$ cat config.mk
export PLATFORM = sky130hd
export DESIGN_NAME = posit_mul_issue_queue
export DESIGN_NICKNAME = d
export VERILOG_FILES = /design/src/rtl/posit_mul_issue_queue.sv
export SDC_FILE = /design/constraint.sdc
export NUM_CORES = 1
export LEC_CHECK = 0
export ABC_AREA = 1
export BUFFER_PORTS_ARGS = -buffer_cell sky130_fd_sc_hd__buf_2
export CELL_PAD_IN_SITES_DETAIL_PLACEMENT = 0
export CELL_PAD_IN_SITES_GLOBAL_PLACEMENT = 1
export CORE_ASPECT_RATIO = 0.8
export CORE_UTILIZATION = 44
export DETAILED_ROUTE_END_ITERATION = 8
export MAX_ROUTING_LAYER = met4
export PLACE_DENSITY_LB_ADDON = 0.15
export REMOVE_ABC_BUFFERS = 1
export SLEW_MARGIN = 20
export SYNTH_ARGS = -nofsm -noshare
export SYNTH_HDL_FRONTEND = slang
export SYNTH_SLANG_ARGS = --single-unit
$ cat constraint.sdc
create_clock -name clk -period 4.9 [get_ports clk]
set_input_delay 0.735 -clock clk [delete_from_list [all_inputs] [get_ports clk]]
set_output_delay 0.735 -clock clk [all_outputs]
set_load 0.03 [all_outputs]
$ cat src/rtl/posit_mul_issue_queue.sv
// Credit-based issue stage and result FIFO around a fixed-latency, non-stallable posit multiplier.
// Operands are only issued when a FIFO slot is reserved, so every done always finds room.
module posit_mul_issue_queue #(
  parameter int N     = 32,
  parameter int DEPTH = 8,
  parameter int LAT   = 5,
  parameter int CW    = $clog2(DEPTH + 1)
) (
  input  logic          clk,
  input  logic          rst,
  input  logic          op_valid,
  output logic          op_ready,
  input  logic [N-1:0]  op_a,
  input  logic [N-1:0]  op_b,
  output logic [N-1:0]  mul_in1,
  output logic [N-1:0]  mul_in2,
  output logic          mul_start,
  input  logic [N-1:0]  mul_out,
  input  logic          mul_inf,
  input  logic          mul_zero,
  input  logic          mul_done,
  output logic          res_valid,
  input  logic          res_ready,
  output logic [N-1:0]  res_data,
  output logic          res_inf,
  output logic          res_zero,
  output logic [CW-1:0] inflight,
  output logic          err
);

  localparam int AW = (DEPTH > 1) ? $clog2(DEPTH) : 1;
  localparam int FW = $clog2(LAT + 2);

  localparam logic [CW:0]   DEPTH_W = (CW + 1)'(DEPTH);
  localparam logic [CW-1:0] DEPTH_C = CW'(DEPTH);
  localparam logic [CW-1:0] ONE_C   = CW'(1);
  localparam logic [AW-1:0] ONE_A   = AW'(1);
  localparam logic [FW-1:0] ONE_F   = FW'(1);
  localparam logic [FW-1:0] LAT_F   = FW'(LAT);

  typedef enum logic {ST_FLUSH = 1'b0, ST_RUN = 1'b1} state_t;

  state_t        state_q, state_d;
  logic [FW-1:0] flush_cnt_q, flush_cnt_d;
  logic [CW-1:0] count_q, count_d;
  logic [CW-1:0] inflight_q, inflight_d;
  logic [AW-1:0] wr_ptr_q, wr_ptr_d;
  logic [AW-1:0] rd_ptr_q, rd_ptr_d;
  logic          start_q, start_d;
  logic [N-1:0]  in1_q, in1_d;
  logic [N-1:0]  in2_q, in2_d;
  logic          err_q, err_d;

  logic [N+1:0]  mem [DEPTH];

  logic          run;
  logic [CW:0]   credit_used;
  logic          ready_int;
  logic          accept;
  logic          counted;
  logic          stray;
  logic          full;
  logic          push;
  logic          pop;

  // FLUSH swallows done pulses of ops launched before reset for LAT+1 cycles.
  always_comb begin
    state_d     = state_q;
    flush_cnt_d = flush_cnt_q;
    case (state_q)
      ST_FLUSH: begin
        if (flush_cnt_q == LAT_F) begin
          state_d = ST_RUN;
        end else begin
          flush_cnt_d = flush_cnt_q + ONE_F;
        end
      end
      ST_RUN:  state_d = ST_RUN;
      default: state_d = ST_FLUSH;
    endcase
  end

  always_comb begin
    run         = (state_q == ST_RUN);
    credit_used = {1'b0, count_q} + {1'b0, inflight_q};
    ready_int   = run && (credit_used < DEPTH_W);
    accept      = op_valid && ready_int;
    counted     = mul_done && run && (inflight_q != '0);
    stray       = mul_done && run && (inflight_q == '0);
    full        = (count_q == DEPTH_C);
    push        = counted && !full;
    pop         = (count_q != '0) && res_ready;

    inflight_d = inflight_q;
    if (accept && !counted) begin
      inflight_d = inflight_q + ONE_C;
    end else if (!accept && counted) begin
      inflight_d = inflight_q - ONE_C;
    end

    count_d = count_q;
    if (push && !pop) begin
      count_d = count_q + ONE_C;
    end else if (!push && pop) begin
      count_d = count_q - ONE_C;
    end

    wr_ptr_d = push ? (wr_ptr_q + ONE_A) : wr_ptr_q;
    rd_ptr_d = pop  ? (rd_ptr_q + ONE_A) : rd_ptr_q;

    start_d = accept;
    in1_d   = accept ? op_a : in1_q;
    in2_d   = accept ? op_b : in2_q;

    err_d = err_q || stray || (counted && full);
  end

  always_ff @(posedge clk) begin
    if (rst) begin
      state_q     <= ST_FLUSH;
      flush_cnt_q <= '0;
      count_q     <= '0;
      inflight_q  <= '0;
      wr_ptr_q    <= '0;
      rd_ptr_q    <= '0;
      start_q     <= 1'b0;
      in1_q       <= '0;
      in2_q       <= '0;
      err_q       <= 1'b0;
    end else begin
      state_q     <= state_d;
      flush_cnt_q <= flush_cnt_d;
      count_q     <= count_d;
      inflight_q  <= inflight_d;
      wr_ptr_q    <= wr_ptr_d;
      rd_ptr_q    <= rd_ptr_d;
      start_q     <= start_d;
      in1_q       <= in1_d;
      in2_q       <= in2_d;
      err_q       <= err_d;
    end
  end

  always_ff @(posedge clk) begin
    if (push && !rst) begin
      mem[wr_ptr_q] <= {mul_inf, mul_zero, mul_out};
    end
  end

  assign op_ready  = ready_int;
  assign mul_start = start_q;
  assign mul_in1   = in1_q;
  assign mul_in2   = in2_q;
  assign res_valid = (count_q != '0);
  assign {res_inf, res_zero, res_data} = mem[rd_ptr_q];
  assign inflight  = inflight_q;
  assign err       = err_q;

endmodule

==> results of run 1 <==
worst max path at each step:
stage                     slack (ns)                   end       from  depth (start not counted)
after floorplan                -0.15              res_zero  flip-flop                          5
after global placement          1.75  mem[7][27]$_DFFE_PP_   mul_done                          8
after detailed placement        1.65  mem[7][27]$_DFFE_PP_   mul_done                          8
after CTS                       1.49          res_data[31]  flip-flop                          8
after global routing            1.32          res_data[28]  flip-flop                          8
final                           1.56          res_data[31]  flip-flop                          7
routing by layer:
layer | share of wire (%) | GRT usage [%]
met1 | 47 | 28.9
met2 | 44 | 31.8
met3 | 7.5 | 5.92
met4 | 1.5 | 4.81
met5 | 0 | -
stage by stage:
| step | cell area (µm²) | TNS [ns] | worst slack (ns) | cells |
|---|---|---|---|---|
| after global placement | 15900 | 0 | 1.75 | 2001 |
| after global routing | 17100 | 0 | 1.32 | 2082 |
| after CTS | 17100 | 0 | 1.49 | 2071 |
| final | 17100 | 0 | 1.56 | 2083 |
| after detailed placement | 15900 | 0 | 1.65 | 2001 |
| after floorplan | 14100 | -4.13 | -0.148 | 1347 |
sequential cells by signal, summed over array words and instances, names as in the netlist, named ones only:
register	count
mem	272
rd_ptr_q	3
err	1
mul_start	1
mul_in2	32
count_q	4
wr_ptr_q	3
inflight	4
flush_cnt_q	3
mul_in1	32
run	1
cell usage in the layout, fill, tap and decap left out, drive strengths merged:
cell type and n:
nand2 270, nor3 4, clkinv 18, clkbuf 48, a21oi 14, bufinv 2, fa 2, inv 93
diode 11, xor2 6, and2 1, buf 228, ha 13, dfxtp 87, clkinvlp 1, o21ai 215
nand3 10, xnor2 2, nor2 359, edfxtp 272
kinds of logic after synthesis:
| group | count (synthesis) | share of synthesized area (%) |
|---|---|---|
| xor gates and xnor gates | 8 | 0.483 |
| buffers and inverters | 166 | 5.06 |
| adders and majority gates | 15 | 1.40 |
| AOI/OAI and AO/OA | 229 | 7.90 |
| DFF | 359 | 68.3 |
| and+or+nand+nor | 644 | 16.8 |
power by group:
group	leakage, nW	internal, mW	switching [mW]	total, mW
clock network	0.562	1.54	1.16	2.71
registers	3.15	3.32	0.138	3.46
logic	3.39	0.660	1.51	2.17
final cells by class:
class / instances / area (µm²)
Antenna cell: 11 / 27.5
Clock buffer: 48 / 988
Clock inverter: 22 / 171
Fill cell: 3000 / 15400
Inverter: 92 / 347
Multi-Input combinational cell: 896 / 3920
Sequential cell: 359 / 9920
Tap cell: 427 / 534
Timing Repair Buffer: 228 / 1210
critical path, delay by kind of cell, from the launching register on:
kind | cells | cell delay [ns]
buffers and inverters | 3 | 0.95
AO/OA/AOI/OAI | 2 | 0.39
AND/OR/NAND/NOR | 2 | 0.16
flip-flops | 1 | 0.50
==> metrics, run 1 <==
R2R depth=7; Clock Sinks=359; Core Area=32500 µm²; hold-critical path depth=3; max frequency=300 MHz; ANT nets after route=0; Tot Pwr=8.34 mW; layout cell share with drive strength beyond 1=17.8%; final setup vio count=0; port bufs=208; R2R Path Start=inflight[1]$_SDFFE_PP0P_; Rel. slew slack=30.2%; r2r setup slk=2.02 ns; post-layout util=52.7%; via/cell ratio=4.82; worst hold endpoint=mul_in1[3]$_SDFFE_PP0P_; Clock Latency Late Sink=0.53 ns; DRT iter0 DRCs=661; WP data required=4.16 ns; postcts setup bufs=0; Async SR Flop Fraction=0%; Starting Density=44.7%; Setup crit end kind=output port; cts bufs inserted=38; routed wire length=34.3 mm; DP HPWL=19.4 mm; H-tree level count=2; total grt overflow=0; cell taking the most area after synthesis=edfxtp_1; Synth area leaders=edfxtp_1 56%, dfxtp_1 12%, nor2_1 9.3%; Startpoint Class=flip-flop; clk root buf=clkbuf_16; final hold violations=0; area grow syn2layout=18.0%; register area share after synthesis=68.3%; clock slew at reported path FFs=0.06 ns; CTS tree=yes; Hold WS=0.427 ns; cell area after synthesis=14500 µm²; Worst Path Arrival=2.60 ns; Post-route DRC=0; EDFF count, synth=272; Hold Crit Class=primary input to flip-flop; initial antenna violation count=10; DR WL/cell=16.5 µm; pin count of the biggest net entering global routing=110; r2r endpoint=mem[7][27]$_DFFE_PP_; Top FF cell, synth=edfxtp_1; critical path class=flip-flop to output port; PD cells=487 nW/µm²; Synth top area share=56.3%; post-synthesis register bit count=359; RSZ-0062 raised after global routing=false; Pre-antenna DRT Iters=5; vias in the first global route=9705; # hold bufs at CTS=0; Max Buffers Root-to-Sink=3; Vias=10049; first-pass GRT wire length=53.4 mm; count leader, synth=nor2_1; chip width=205 µm; slowest CP cell=buf_4; worst slew pin tran=1.05 ns; pins over their slew limit=0; die area=33700 µm²; maxcap violations=0; GP Congestion=0.730; Mapped Cells=1421; Site Rows=59; worst hold start=op_a[3]; status=finished clean; library cells used by synthesis=23; Worst Skew=0.0131 ns; Pleak=7.11 nW; number of nets in the layout=1733; Final Critical Period=3.34 ns; crit-path cells=clkinv_2, buf_4, o21ai_0, o21ai_1, nand2_1, nand2_1, buf_2; Mean Syn Cell Area=10.2 µm²; Post-synth top cells=359 x nor2_1, 272 x edfxtp_1, 270 x nand2_1; most used cell, CP=nand2_1; CP max stage delay=0.64 ns; Final period util=68.1%; CTS resizes=0; I/O pin cnt=209; worst vdd ir=315 µV; die height=164 µm; Global Route Usage Sum=21.3%; Crit Path Max Fanout=80; synth warn=0
Power figures use the tool's default switching activity.
==> run 2: changes to the inputs <==
CORE_UTILIZATION = 40   (was 44)
clock period = 3 ns   (was 4.9 ns; I/O delays follow)
==> run 2 against run 1 <==
  * Power rose by 68%
  * Sequential share of layout area shrank 0.98 points
  * First-iteration DRC count is 15% lower
  * Combinational power up 70%
  * Critical endpoint unchanged
  * Largest power group unchanged
==> metrics, run 2 (synthesized netlist as in run 1, its figures left out) <==
Starting Density=41.1% (-3.5 points); routed wire length=34.5 mm (+0.51%); RSZ-0062 raised after global routing=false; Largest register FFs=272 (unchanged); commonest non-fill, non-tap cell in the layout=nor2_1; chip width=215 µm (+4.8%); pin count of the biggest net entering global routing=137 (+25%); Max Buffers Root-to-Sink=3 (unchanged); status=finished clean; Global Route Usage Sum=19.4% (-1.9 points); Startpoint Class=flip-flop; Place WS=0.624 ns (-1.03 ns); worst hold start=op_b[30]; pins over their slew limit=0 (unchanged); Setup crit end kind=output port; cts bufs inserted=37 (-2.6%); via/cell ratio=4.69 (-2.9%); layout cell share with drive strength beyond 1=18.2% (+0.41 points); clock slew at reported path FFs=0.06 ns (about the same); sequential power share=39.7% (-1.8 points); Hold Crit Class=primary input to flip-flop; Pre-antenna DRT Iters=4 (-1); R2R depth=15 (+8); Logic pwr share=26.2% (about the same); max frequency=371 MHz; Clock Latency Late Sink=0.53 ns (about the same); ANT nets after route=0 (unchanged); Site Rows=61 (+3.4%); Net Sw Frac=33.1% (-0.67 points); Pleak=7.19 nW (+1.3%); Vias=9944 (-1.0%); Worst Skew=0.0134 ns (+0.000302 ns); Setup TNS=0 ns (unchanged); die area=37000 µm² (+9.9%); CP max stage delay=0.62 ns (-0.02 ns); H-tree level count=2 (unchanged); DR WL/cell=16.3 µm (-1.3%); r2r setup slk=0.62 ns (-1.40 ns); DRT iter0 DRCs=562 (-15%); Clock Sinks=359 (unchanged); Core Area=35300 µm² (+8.6%); final setup vio count=0 (unchanged); Int Pwr=9.40 mW (+70%); total grt overflow=0 (unchanged); DP HPWL=18.9 mm (-2.4%); Final period util=89.8%; slowest CP cell=dfxtp_4; GP Congestion=0.734 (+0.59%); Most flops, register=mem; Post-Layout Cell Count=2122 (+1.9%); critical path class=flip-flop to output port; PD cells=807 nW/µm² (+66%); Placed Cells=2045 (+2.2%); Tot Pwr=14.0 mW (+68%); Hold WS=0.141 ns (-0.287 ns); final hold violations=0 (unchanged); Crit Path Max Fanout=63 (-21%); crit-path cells=buf_12, o21ai_0, o21ai_1, nand2_1, nand2_1, buf_2; hold-critical path depth=3 (unchanged); P_sw=4.65 mW (+65%); CTS tree=yes; vias in the first global route=9546 (-1.6%); postcts setup bufs=0 (unchanged); worst slew pin tran=0.816 ns (-0.231 ns); first-pass GRT wire length=53.9 mm (+0.90%); clk root buf=clkbuf_16; Final Critical Period=2.69 ns; die height=172 µm (+4.8%); number of nets in the layout=1730 (-0.17%); setup ws final=0.306 ns (-1.26 ns); # hold bufs at CTS=0 (unchanged); most frequent cells in the layout=355 x nor2_1, 272 x edfxtp_1, 270 x nand2_1; Rel. slew slack=45.6% (+15 points); maxcap violations=0 (unchanged); Worst Path Arrival=2.24 ns (-0.36 ns); initial antenna violation count=8 (-2); worst vdd ir=584 µV (+85%); most used cell, CP=nand2_1; r2r endpoint=inflight[3]$_SDFFE_PP0P_; I/O pin cnt=209 (unchanged); WP data required=2.55 ns (-1.61 ns); CTS resizes=0 (unchanged); R2R Path Start=inflight[3]$_SDFFE_PP0P_; Post-route DRC=0 (unchanged); worst hold endpoint=mul_in2[30]$_SDFFE_PP0P_; area grow syn2layout=20.0%; clock share of power=34.1% (+1.7 points); port bufs=208 (unchanged)
## run 2: cell count changes in the layout (fill, tap and decap cells not counted), sizes merged
cell,delta
clkinv,-7
bufinv,+4
buf,-2
diode,-2
clkinvlp,+1
## run 2: through the flow
stage	util [%]	cell area, µm²
after floorplan	-	14100
after global placement	45.7	16100
after detailed placement	45.7	16100
after CTS	49.3	17400
after global routing	49.4	17400
final	49.4	17400
## run 2: layout make-up
type | count | area, µm²
Clock buffer | 48 | 987
Antenna cell | 9 | 22.5
Multi-Input combinational cell | 896 | 3920
Timing Repair Buffer | 226 | 1350
Sequential cell | 359 | 9920
Tap cell | 472 | 591
Inverter | 92 | 347
Clock inverter | 20 | 275
Fill cell | 3265 | 17900
## run 2: power by group through the flow
stage	Sequential, mW	Combinational [mW]	Clock (mW)
CTS	5.58	3.74	4.93
detailed placement	5.69	3.73	0
global placement	5.68	3.71	0
floorplan	5.90	2.29	0
finish	5.58	3.68	4.79
global route	5.60	4.20	5.10
## run 2: critical path, delay by kind of cell, from the launching register on
family          cells  cell delay (ns)
buf+inv             2             0.54
compound gates      2             0.32
simple gates        2             0.19
flops               1             0.62
## run 2: worst max path at each step
stage,from,endpoint,slack (ns),depth (start not counted)
floorplan,flip-flop,res_zero,-1.76,5
global placement,inflight[3]$_SDFFE_PP0P_,inflight[3]$_SDFFE_PP0P_,0.67,15
detailed placement,inflight[3]$_SDFFE_PP0P_,inflight[3]$_SDFFE_PP0P_,0.62,15
CTS,flip-flop,res_data[0],0.24,6
global route,flip-flop,res_data[0],0.09,6
finish,flip-flop,res_data[31],0.31,6
## run 2: per-layer routing
| metal | track usage (%) | vias up | share of wire [%] | wire (µm) |
|---|---|---|---|---|
| met3 | 5.88 | 44 | 7.7 | 2670 |
| li1 | - | 5075 | - | - |
| met2 | 29.9 | 228 | 44 | 15300 |
| met4 | 4.41 | 0 | 1.7 | 572 |
| met5 | - | - | 0 | 0 |
| met1 | 25.0 | 4597 | 46 | 15900 |
==> run 3: changes to the inputs <==
clock period = 2.4 ns   (was 3 ns; I/O delays follow)
==> run 3 against run 2 <==
  * Power rose by 31%
  * Core utilization rose by 1.5 points
  * Clock power rose by 17%
  * Global-route usage rose by 0.086 points
  * Clock skew rose by 0.016 ns
  * Hold slack got worse by 0.087 ns
  * Sequential power rose by 24%
  * Largest power group unchanged
==> metrics, run 3 (synthesized netlist as in run 1, its figures left out) <==
CTS tree=yes; cts bufs inserted=38 (+2.7%); hold-critical path depth=3 (unchanged); initial antenna violation count=7 (-1); clock slew at reported path FFs=0.06 ns (about the same); pins over their slew limit=0 (unchanged); GP Congestion=0.757 (+3.1%); first-pass GRT wire length=54.0 mm (+0.19%); Pleak=7.44 nW (+3.5%); via/cell ratio=4.75 (+1.3%); Rel. slew slack=45.1% (-0.55 points); Placed Area=16300 µm² (+0.85%); PD cells=1020 nW/µm² (+27%); DR WL/cell=17.1 µm (+4.9%); R2R Path Start=inflight[3]$_SDFFE_PP0P_; Int Pwr=12.2 mW (+30%); max frequency=433 MHz; Logic pwr share=31.6% (+5.4 points); clk root buf=clkbuf_16; Core Area=35300 µm² (unchanged); die height=172 µm (unchanged); r2r setup slk=0.19 ns (-0.43 ns); I/O pin cnt=209 (unchanged); status=finished clean; fraction of met2 tracks used by global routing=29.1% (-0.83 points); Starting Density=41.1% (unchanged); routing usage on met1=26.3% (+1.2 points); area of the multi-input gates=3960 µm² (+1.0%); layout cell share with drive strength beyond 1=20.2% (+2.0 points); H-tree level count=2 (unchanged); worst slew pin tran=0.824 ns (+0.00820 ns); Vias=10231 (+2.9%); P_sw=6.15 mW (+32%); crit path to=res_data[29]; Largest register FFs=272 (unchanged); final hold violations=0 (unchanged); Clock Latency Late Sink=0.54 ns (about the same); Net Sw Frac=33.5% (+0.45 points); Worst Path Arrival=1.95 ns (-0.29 ns); pin count of the biggest net entering global routing=130 (-5.1%); met3 Usage GRT=5.47% (-0.40 points); Most flops, register=mem; filler cell count=3194 (-2.2%); Pre-antenna DRT Iters=5 (+1); Post-Layout Cell Count=2155 (+1.6%); Setup crit end kind=output port; RSZ-0062 raised after global routing=true; total grt overflow=0 (unchanged); Site Rows=61 (unchanged); most frequent cells in the layout=354 x nor2_1, 272 x edfxtp_1, 262 x nand2_1; chip width=215 µm (unchanged); routed wire length=36.8 mm (+6.5%); Worst Skew=0.0292 ns (+0.0158 ns); Clock Sinks=359 (unchanged); Placed Cells=2060 (+0.73%); Crit Path Max Fanout=7 (-89%); Setup TNS=0 ns (unchanged); Startpoint Class=flip-flop; commonest non-fill, non-tap cell in the layout=nor2_1; ANT nets after route=0 (unchanged); Reg area=9920 µm² (about the same); maxcap violations=0 (unchanged); Final period util=96.3%; Tot Pwr=18.3 mW (+31%); r2r endpoint=inflight[2]$_SDFFE_PP0P_; WP data required=2.04 ns (-0.51 ns); DRT iter0 DRCs=658 (+17%); fin area=17900 µm² (+3.1%); number of nets in the layout=1763 (+1.9%); area grow syn2layout=23.7%; Final Critical Period=2.31 ns; Most Used Layer, Global Route=met2; clock share of power=30.6% (-3.5 points); R2R depth=11 (-4); sequential power share=37.8% (-1.9 points); Hold Crit Class=primary input to flip-flop; Post-route DRC=0 (unchanged); Global Route Usage Sum=19.4% (+0.086 points); worst vdd ir=586 µV (+0.31%); vias in the first global route=9584 (+0.40%); critical path class=flip-flop to output port; Max Buffers Root-to-Sink=3 (unchanged); post-layout util=50.9% (+1.5 points); die area=37000 µm² (unchanged); final setup vio count=0 (unchanged); DP HPWL=19.7 mm (+4.1%); port bufs=208 (unchanged)
[run 3: cell types whose count changed in the layout (fill, tap and decap cells not counted), sizes merged]
cell,change
diode,-1
clkinv,+6
clkinvlp,-1
buf,+26
bufinv,-3
clkbuf,+6
[run 3: worst min path at each step]
stage                                     start                     endpoint  slack (ns)
floorplan                                   rst      count_q[3]$_SDFFE_PP0P_        0.43
global placement    flush_cnt_q[2]$_SDFFE_PP0P_  flush_cnt_q[2]$_SDFFE_PP0P_        0.45
detailed placement  flush_cnt_q[2]$_SDFFE_PP0P_  flush_cnt_q[2]$_SDFFE_PP0P_        0.46
CTS                                     op_b[9]      mul_in2[9]$_SDFFE_PP0P_        0.03
global route                           op_a[16]     mul_in1[16]$_SDFFE_PP0P_        0.04
finish                                 op_a[16]     mul_in1[16]$_SDFFE_PP0P_        0.05
[run 3: repair_timing]
action                                  in CTS  in global routing
setup buffers                                3                  6
hold buffers                                 0                  0
gates cloned                                 0                  8
endpoints found under the setup margin      21                 36
pin swaps                                    0                  4
resized for setup                            3                 97
[run 3: worst max-delay path, stage by stage (launching register included)]
cell	delay, ns
dfxtp_4	0.46
buf_12	0.16
buf_12	0.11
clkbuf_16	0.15
nor2_1	0.04
nor2_1	0.07
o21ai_1	0.07
o21ai_1	0.08
nand2_1	0.08
nand2_2	0.08
buf_6	0.13
[run 3: metrics by stage]
step	worst slack, ns	hold WS (ns)
finish	0.0897	0.0541
global route	-0.00951	0.0379
CTS	-0.0111	0.0314
detailed placement	0.0596	0.462
global placement	0.0706	0.451
floorplan	-2.27	0.429
[run 3: power by group through the flow]
stage | clock (mW) | combinational [mW] | sequential, mW
final | 5.61 | 5.80 | 6.94
after global routing | 6.01 | 6.41 | 6.96
after CTS | 5.77 | 4.89 | 6.93
after detailed placement | 0 | 4.77 | 7.11
after global placement | 0 | 4.74 | 7.10
after floorplan | 0 | 2.86 | 7.37
[run 3: per-layer routing]
metal | routed length [µm] | vias to the layer above
met3 | 2730 | 42
met5 | 0 | -
li1 | - | 5145
met4 | 504 | 0
met1 | 17200 | 4789
met2 | 16300 | 255
[run 3: cell type report]
type / instances / area share [%]
clock inverters: 22 / 1.09
inverters: 92 / 1.95
well taps: 472 / 3.29
flip-flops and latches: 359 / 55.3
repair buffers: 258 / 10.7
clock buffers: 48 / 5.51
diodes: 8 / 0.112
multi-input cells: 896 / 22.1
